## config.mk

```make
export PLATFORM = sky130hd
export DESIGN_NAME = branch_resolve_stage
export DESIGN_NICKNAME = d
export VERILOG_FILES = /design/src/rtl/branch_resolve_stage.sv
export SDC_FILE = /design/constraint.sdc
export NUM_CORES = 1
export LEC_CHECK = 0
export BUFFER_PORTS_ARGS = -buffer_cell sky130_fd_sc_hd__buf_2
export CAP_MARGIN = 20
export CORE_MARGIN = 2
export CORE_UTILIZATION = 54
export DETAILED_ROUTE_END_ITERATION = 8
export PLACE_DENSITY = 0.89
export SYNTH_ARGS = -nofsm -noshare
export SYNTH_HDL_FRONTEND = slang
export SYNTH_SLANG_ARGS = --single-unit
```

## constraint.sdc

```tcl
create_clock -name clk -period 2.9 [get_ports clk]
set_input_delay 0.29 -clock clk [delete_from_list [all_inputs] [get_ports clk]]
set_output_delay 0.29 -clock clk [all_outputs]
set_load 0.005 [all_outputs]
```

## src/rtl/branch_resolve_stage.sv

```systemverilog
// Branch resolve stage: decodes comparator flags into direction, mispredict and redirect PC,
// then presents results through a registered valid/ready stage with a 2-entry skid buffer.
module branch_resolve_stage #(
    parameter int XLEN = 32,
    parameter int CW   = 16
) (
    input  logic            clk,
    input  logic            reset_n,
    input  logic            in_valid,
    output logic            in_ready,
    input  logic [2:0]      funct3,
    input  logic            eq,
    input  logic            lt,
    input  logic            ltu,
    input  logic            pred_taken,
    input  logic [XLEN-1:0] pc,
    input  logic [XLEN-1:0] target,
    input  logic            flush,
    output logic            out_valid,
    input  logic            out_ready,
    output logic            out_taken,
    output logic            out_mispredict,
    output logic            out_illegal,
    output logic [XLEN-1:0] out_redirect_pc,
    output logic [CW-1:0]   branch_cnt,
    output logic [CW-1:0]   mispred_cnt,
    output logic [1:0]      state_dbg
);

    localparam int PW = XLEN + 3;

    typedef enum logic [1:0] {
        EMPTY = 2'd0,
        ONE   = 2'd1,
        FULL  = 2'd2
    } state_t;

    state_t          state;
    state_t          state_next;
    logic [PW-1:0]   main_q;
    logic [PW-1:0]   skid_q;
    logic [PW-1:0]   new_payload;
    logic            taken;
    logic            illegal;
    logic            acc;
    logic            dq;

    // Handshakes: a transfer happens on a rising edge where valid and ready are both high;
    // a producer holding valid keeps its payload stable until that edge.
    assign acc = in_valid & in_ready;
    assign dq  = out_valid & out_ready;

    always_comb begin
        taken   = 1'b0;
        illegal = 1'b0;
        case (funct3)
            3'b000:  taken = eq;
            3'b001:  taken = ~eq;
            3'b100:  taken = lt;
            3'b101:  taken = ~lt;
            3'b110:  taken = ltu;
            3'b111:  taken = ~ltu;
            default: illegal = 1'b1;
        endcase
    end

    assign new_payload = {taken, taken ^ pred_taken, illegal,
                          taken ? target : pc + XLEN'(4)};

    always_comb begin
        state_next = state;
        if (flush) begin
            state_next = EMPTY;
        end else begin
            case (state)
                EMPTY:   if (acc) state_next = ONE;
                ONE:     if (acc && !dq) state_next = FULL;
                         else if (!acc && dq) state_next = EMPTY;
                FULL:    if (dq) state_next = ONE;
                default: state_next = EMPTY;
            endcase
        end
    end

    always_ff @(posedge clk or negedge reset_n) begin
        if (!reset_n) begin
            state       <= EMPTY;
            in_ready    <= 1'b1;
            out_valid   <= 1'b0;
            main_q      <= '0;
            skid_q      <= '0;
            branch_cnt  <= '0;
            mispred_cnt <= '0;
        end else begin
            state     <= state_next;
            in_ready  <= (state_next != FULL);
            out_valid <= (state_next != EMPTY);
            if (!flush) begin
                case (state)
                    EMPTY:   if (acc) main_q <= new_payload;
                    ONE:     if (acc && dq) main_q <= new_payload;
                             else if (acc) skid_q <= new_payload;
                    FULL:    if (dq) main_q <= skid_q;
                    default: ;
                endcase
            end
            // Delivery counts even in a flush cycle; both counters stick at all-ones.
            if (dq && branch_cnt != {CW{1'b1}})
                branch_cnt <= branch_cnt + CW'(1);
            if (dq && out_mispredict && mispred_cnt != {CW{1'b1}})
                mispred_cnt <= mispred_cnt + CW'(1);
        end
    end

    assign {out_taken, out_mispredict, out_illegal, out_redirect_pc} = main_q;
    assign state_dbg = state;

endmodule

```

== After elaboration in Yosys (flattened, before gate mapping) ==
Index checks and enable logic that the tools add are counted.
Storage, ports and cells
  register bits after elaboration: 106
  input bits: 76
  output and inout port bits: 71
  word-level logic and storage cells: 59
Operators by class
  add/subtract/negate cells: 3
  equality and inequality tests: 13
  multiplexer cells: 13
  bitwise gates (word level): 8
  reductions and logical operators: 15
Operators with widths (number)
  two-way mux 35 bit: 3
  one-hot mux 35 bit (3 select lines): 1
  adder 16 x 1 -> 16 bit (second input constant): 2
  adder 32 x 3 -> 32 bit (second input constant): 1
  two-way mux 32 bit: 1
  != test 16 bit (second input constant): 2
  == test 3 bit (second input constant): 4
  two-way mux 2 bit: 5
  != test 2 bit (second input constant): 4
  logical AND 1 bit: 6
  one-hot mux 1 bit (6 select lines): 1
  one-hot mux 2 bit (3 select lines): 1
  OR reduction 6 bit: 1
  inverter 1 bit: 5
  AND reduction 5 bit: 1
  AND reduction 4 bit: 1
  == test 3 x 1 -> 1 bit (second input constant): 1
  zero test 3 bit: 1
  nonzero test 3 bit: 1
  AND 1 bit: 2
  == test 2 x 1 -> 1 bit (second input constant): 1
  == test 2 bit (second input constant): 1
  zero test 1 bit: 2
  zero test 2 bit: 1
  3 further kinds: 3

== Logic depth before layout (Yosys ltp) ==
Gate-level depths: netlist (run 1).
  depth in word-level cells: 8
  depth in mapped cells: 8
  mapped depth without buffers: 6

== Worst setup path after synthesis (run 1) ==
OpenSTA, ideal clock, no wires.
  path kind: register -> register
  from: register in_ready
  to: register main_q[27]
  library setup time: 0.142 ns
  arrival: 1.948 ns
  data required time: 2.758 ns
  path slack: 0.810 ns
  stages on the path, launching flop included: 7
  buffers on the path: 1
  clock period less this slack: 2.090 ns
  cell sequence: dfstp_2 and3b_1 o21ai_1 a21oi_1 clkbuf_1 mux2i_1 o41ai_2
On the way
  longest elaborated chain between the ends: 4
  elaborated cells between the ends (all ways): 5
  those cells by class: 2 x eq/ne; 1 x bitwise; 2 x reduce/logical
Ends and longest elaborated chain
  from (decl): RTL line 10  | output logic in_ready,
  from (signal assigned): RTL line 96  | in_ready <= (state_next != FULL);
  AND 1 bit *: RTL line 50  | assign acc = in_valid & in_ready;
  logical AND 1 bit: RTL line 101  | ONE: if (acc && dq) main_q <= new_payload;
  != test 2 bit (no line)
  AND reduction 5 bit (no line) *
  to (signal assigned): RTL line 100  | EMPTY: if (acc) main_q <= new_payload;
  to (signal assigned): RTL line 101
  to (signal assigned): RTL line 103  | FULL: if (dq) main_q <= skid_q;
  to (decl): RTL line 40  | logic [PW-1:0] main_q;
Mark *: on every way between the ends. The rest lies on a longest branch, timed or not.
A chain may end at the register's enable or synchronous reset.

== Worst setup path in the final report (run 1) ==
  from: register in_ready
  to: register main_q[29]
Same word-level chain as after synthesis.

==> flow_summary.json, run 1 <==
{
  "async_reset_ff_share_pct": 100,
  "synthesis.area_um2": 5920,
  "startpoint_type": "register",
  "dp.cells": 896,
  "ir_drop_v": 0.000316,
  "insertion_delay_ps": 380,
  "io_buffers": 146,
  "crit_type": "reg2reg",
  "cts_made_buffers": 9,
  "ys.flop_type": "dfrtp_1",
  "max-cap-violations": 0,
  "grt_max_degree": 71,
  "vias": 5498,
  "synth_xor_area_share_pct": 6.36,
  "setup_tns_ps": 0,
  "slew_violations": 0,
  "root_buffer": "clkbuf_8",
  "std_cell_rows": 38,
  "grt_usage_pct": 27.7,
  "io_pins": 147,
  "antenna_found_initial": 1,
  "routabilityCongestion": 0.911,
  "wirelength_um": 16000,
  "grt-ovfl-total": 0,
  "cts.reportedPaths.clkPinSlew_ps": 110,
  "status": "completed",
  "yosys.area_share.simple_pct": 21.3,
  "ctsResizeCount": 0,
  "slowest_stage": "dfstp_2",
  "avgViaCountPerCell": 6.02,
  "htreeDepth": 3,
  "cts_hold_buf": 0,
  "worstMarginPinSlew_ps": 905,
  "start_util_pct": 54.9,
  "period_share_pct": 74.0,
  "clockBufferDepth": 2,
  "setup_violations": 0,
  "area_growth_pct": 18.7,
  "drt-pass1-iter-count": 5,
  "hold_viol": 0,
  "die-area_um2": 11800,
  "design_area_um2": 7030,
  "drc_errors": 0,
  "cts.sinks": 106,
  "hp-class": "in2async",
  "antenna_left": 0,
  "final_cells": 914,
  "synth_compound_area_share_pct": 20.3,
  "grt_pass1_wl_um": 25900,
  "synth.area.mux_share_pct": 2.98,
  "cp_data_arrival_time_ps": 2400,
  "die-height_um": 109,
  "drive_gt1_share_pct": 26.8,
  "synthTopCellsByArea": "dfrtp_1 (44%), nand2_1 (4.6%), o21ai_0 (4.1%)",
  "drt_iter0_drc": 528,
  "relSlewSlack_pct": 39.7,
  "synth_edf_count": 0,
  "synthAdderAreaFrac_pct": 0.634,
  "power_density_nw_per_um2": 640,
  "syn_inst": 636,
  "synth_top_cell_by_area": "dfrtp_1",
  "cpPeakStageDelay_ps": 550,
  "worst_ep_required_time_ps": 3160,
  "dp_hpwl_um": 11200,
  "power_leakage_nw": 3.29,
  "max_freq_mhz": 466,
  "crit_fanout": 30,
  "ys_warn_count": 0,
  "skew_ps": 12.8,
  "wire_per_inst_um": 17.5,
  "synth_top_family_by_area": "simple AND/OR/NAND/NOR gates",
  "synth_top_area_share_pct": 44.4,
  "layout_common_cells": "buf_2 (145), dfrtp_1 (105), nand2_1 (73)",
  "cts_tree": "yes",
  "ys_seq_elements": 106,
  "coreArea_um2": 10800,
  "dieWidth_um": 109,
  "fin_crit_ps": 2140,
  "final_nets": 846,
  "synth_cell_types": 58,
  "ys_seq_area_share_pct": 44.8,
  "rsz0062_at_grt": "false",
  "final_common_cell": "buf_2",
  "end_kind": "register",
  "path_cells": "and3b_1 -> o21ai_1 -> a21oi_4 -> buf_4 -> mux2i_1 -> o41ai_2",
  "avgSynthCellArea_um2": 9.31,
  "syn_nets": 715,
  "post_cts_buffers": 0,
  "dpl_cell_area_um2": 6800,
  "grt_pass1_vias": 5497
}
==> registers in the layout, summed over array words and instances, names as in the netlist <==
name         count
main_q          35
state_dbg        2
skid_q          35
branch_cnt      16
mispred_cnt     16
out_valid        1
in_ready         1
==> kinds of logic after synthesis <==
group / after synthesis
and+or+nand+nor: 241
DFF: 106
AOI/OAI and AO/OA: 176
xor gates and xnor gates: 43
muxes: 17
buffers and inverters: 50
adders and majority gates: 3
==> worst paths after layout <==
check / from / end / slack [ps] / cells after the start
max reg2reg: in_ready$_DFF_PN1_ / main_q[29]$_DFFE_PN0P_ / 760 / 6
max: in_ready$_DFF_PN1_ / main_q[29]$_DFFE_PN0P_ / 760 / 6
max in group asynchronous: reset_n / mispred_cnt[14]$_DFFE_PN0P_ / 2060 / 2
min reg2reg: skid_q[0]$_DFFE_PN0P_ / skid_q[0]$_DFFE_PN0P_ / 490 / 2
min in group clk: flush / state_dbg[0]$_DFF_PN0_ / 200 / 2
min: reset_n / branch_cnt[9]$_DFFE_PN0P_ / 10 / 1
==> critical path: cells and delay by family (launching register included) <==
family / cells / cell delay (ps)
mux: 1 / 270
compound gates: 3 / 600
simple gates: 1 / 210
buf+inv: 1 / 390
flops: 1 / 550
==> layout make-up <==
type	instances	area, um^2
diodes	2	5.00
clock buffers	9	124
clock inverters	7	101
fillers	878	3760
inverters	8	30.0
multi-input cells	480	3090
flip-flops and latches	106	2650
well taps	140	175
repair buffers	162	853
==> cells in the mapped netlist, types with 10 or more instances <==
library cell,instances
nand4_1,16
nand2_1,73
mux2i_1,12
o31a_1,11
nor2_1,50
o31ai_1,16
a21oi_1,35
o21ai_0,49
dfrtp_1,105
o21bai_1,13
xor2_1,24
o211ai_1,12
and2_1,10
nor3_1,17
nand3_1,28
xnor2_1,19
clkbuf_1,32
==> power by group <==
| group | internal, mW | leakage, nW | switching [mW] | total, mW |
|---|---|---|---|---|
| sequential | 1.93 | 1.33 | 0.303 | 2.23 |
| clock | 0.492 | 0.106 | 0.543 | 1.04 |
| combinational | 0.564 | 1.86 | 0.663 | 1.23 |
| total | 2.99 | 3.29 | 1.51 | 4.49 |
==> stage by stage <==
stage	hold slack [ps]	power, mW	util [%]	setup WS (ps)
floorplan	-5.59	2.89	-	810
global placement	451	3.39	63.0	691
detailed placement	465	3.48	63.0	638
CTS	60.8	4.51	65.1	766
global route	85.2	4.79	65.1	605
finish	12.6	4.49	65.1	755
==> routing by layer <==
metal	vias to the layer above	wire (um)	GRT usage [%]
met5	-	0	0
met2	202	7970	46.4
met3	37	930	4.84
met4	0	377	11.8
met1	2685	6690	35.6
li1	2574	-	-
Power figures use the tool's default switching activity.
==> run 2: changes to the inputs <==
- clock period: 2.9 -> 2.06 ns (I/O delays scaled with it)
==> run 2 against run 1 <==
Non-clock buffer count rose by 15; first-iteration DRC count grew 4.9%; sequential share of layout area shrank 0.82 points; worst setup slack got worse by 680 ps; largest cell class unchanged; largest power group unchanged.
==> flow_summary.json, run 2 (synthesized netlist as in run 1, its figures left out) <==
{
  "largestRegisters": "main_q x35, skid_q x35",
  "worst_ep_required_time_ps": 2330,
  "design_area_um2": 7180,
  "final_cells": 927,
  "grt-ovfl-total": 0,
  "skew_ps": 12.5,
  "cts_made_buffers": 9,
  "end_kind": "register",
  "avgViaCountPerCell": 6.14,
  "cp_data_arrival_time_ps": 2250,
  "cts.sinks": 106,
  "diodes": 0,
  "vias": 5696,
  "worstMarginPinSlew_ps": 654,
  "holdPathStages": 2,
  "wire_per_inst_um": 17.5,
  "r2r_end": "skid_q[2]$_DFFE_PN0P_",
  "setup_violations": 0,
  "dp_hpwl_um": 11500,
  "max_freq_mhz": 504,
  "ir_drop_v": 0.000530,
  "io_pins": 147,
  "area_growth_pct": 21.3,
  "antenna_found_initial": 0,
  "drc_errors": 0,
  "drt-pass1-iter-count": 5,
  "internal_power_mw": 4.16,
  "p_sw_mw": 2.10,
  "coreArea_um2": 10800,
  "clkPwrFrac_pct": 21.1,
  "setup_tns_ps": 0,
  "hold_end": "state_dbg[0]$_DFF_PN0_",
  "grt_pass1_vias": 5526,
  "relSlewSlack_pct": 56.4,
  "hold_viol": 0,
  "period_share_pct": 96.3,
  "slew_violations": 0,
  "drive_gt1_share_pct": 28.2,
  "start_util_pct": 54.9,
  "rsz0062_at_grt": "false",
  "final_common_cell": "buf_2",
  "status": "completed",
  "seqPwrFrac_pct": 50.3,
  "dpl_cell_area_um2": 6970,
  "htreeDepth": 3,
  "power_density_nw_per_um2": 871,
  "dieWidth_um": 109,
  "utilization_pct": 66.6,
  "grt_max_degree": 70,
  "startpoint_type": "register",
  "post_cts_buffers": 0,
  "ff2ff_path_depth": 5,
  "grt_usage_pct": 27.7,
  "p_comb_share_pct": 28.7,
  "dp.cells": 910,
  "hp-class": "in2reg",
  "power_leakage_nw": 3.38,
  "regToRegSetupSlack_ps": 80,
  "final_nets": 861,
  "grt_pass1_wl_um": 26000,
  "wirelength_um": 16200,
  "die-area_um2": 11800,
  "max-cap-violations": 0,
  "cts_tree": "yes",
  "antenna_left": 0,
  "clockBufferDepth": 2,
  "layout_common_cells": "buf_2 (145), dfrtp_1 (105), nand2_1 (73)",
  "fillers": 826,
  "switching_share_pct": 33.6,
  "std_cell_rows": 38,
  "cts.reportedPaths.clkPinSlew_ps": 110,
  "io_buffers": 146,
  "crit_fanout": 69,
  "drt_iter0_drc": 554,
  "die-height_um": 109,
  "root_buffer": "clkbuf_8",
  "insertion_delay_ps": 380,
  "crit_type": "reg2reg",
  "r2r_start": "in_ready$_DFF_PN1_",
  "seq_area_um2": 2650,
  "routabilityCongestion": 0.911,
  "multi_input_area_um2": 3100,
  "fin_crit_ps": 1980,
  "min_from": "flush"
}
## run 2: cell count changes in the layout (fill, tap and decap cells not counted), moves of 2 or more
cell	delta
buf_12	+5
buf_4	+9
clkbuf_1	+2
clkinv_4	-2
diode_2	-2
## run 2: metal layers
layer  vias to the layer above  part of all wire [%]  routed length [um]  global-route usage [%]
met4                         0                   3.2                 524                    12.5
met5                         -                     0                   0                       0
met2                       253                    50                8080                    46.3
li1                       2616                     -                   -                       -
met1                      2773                    41                6600                    35.4
met3                        54                   6.0                 976                    4.30
## run 2: critical path, stage by stage (launching register included)
cell	delay (ps)
dfstp_2	560
and3b_1	210
nand2_1	100
or3_2	460
buf_12	220
mux2_2	310
## run 2: cell type report
cell class / count / share of cell area, %
Clock buffer: 12 / 2.02
Multi-Input combinational cell: 480 / 43.1
Inverter: 8 / 0.418
Sequential cell: 106 / 36.9
Timing Repair Buffer: 177 / 14.4
Clock inverter: 4 / 0.714
Tap cell: 140 / 2.44
## run 2: how the worst max path moves through the flow
| stage | startpoint | to | depth (start not counted) |
|---|---|---|---|
| after floorplan | in_ready$_DFF_PN1_ | main_q[27]$_DFFE_PN0P_ | 6 |
| after global placement | pc[2] | main_q[26]$_DFFE_PN0P_ | 8 |
| after detailed placement | funct3[1] | main_q[26]$_DFFE_PN0P_ | 6 |
| after CTS | in_ready$_DFF_PN1_ | skid_q[28]$_DFFE_PN0P_ | 5 |
| after global routing | in_ready$_DFF_PN1_ | skid_q[28]$_DFFE_PN0P_ | 5 |
| final | in_ready$_DFF_PN1_ | skid_q[2]$_DFFE_PN0P_ | 5 |
## run 2: what timing repair did
action,CTS,global route
endpoints found under the setup margin,0,4
endpoints found under the hold margin,42,0
gates resized for setup,0,3
hold buffers,1,0
## run 2: per-stage QoR
step                hold WS [ps]  setup slack [ps]  total power, mW
floorplan                  -89.6             -29.8             4.07
global placement             231              59.3             4.81
detailed placement           244             -58.6             4.96
CTS                          138              88.5             6.25
global route                 141              35.6             6.66
finish                       143              77.2             6.26
## run 2: power groups by stage
| stage | Sequential (mW) | Clock [mW] | Combinational (mW) |
|---|---|---|---|
| after floorplan | 3.12 | 0 | 0.955 |
| after CTS | 3.13 | 1.32 | 1.80 |
| final | 3.15 | 1.32 | 1.79 |
| after global placement | 3.12 | 0 | 1.69 |
| after detailed placement | 3.17 | 0 | 1.78 |
| after global routing | 3.23 | 1.41 | 2.02 |
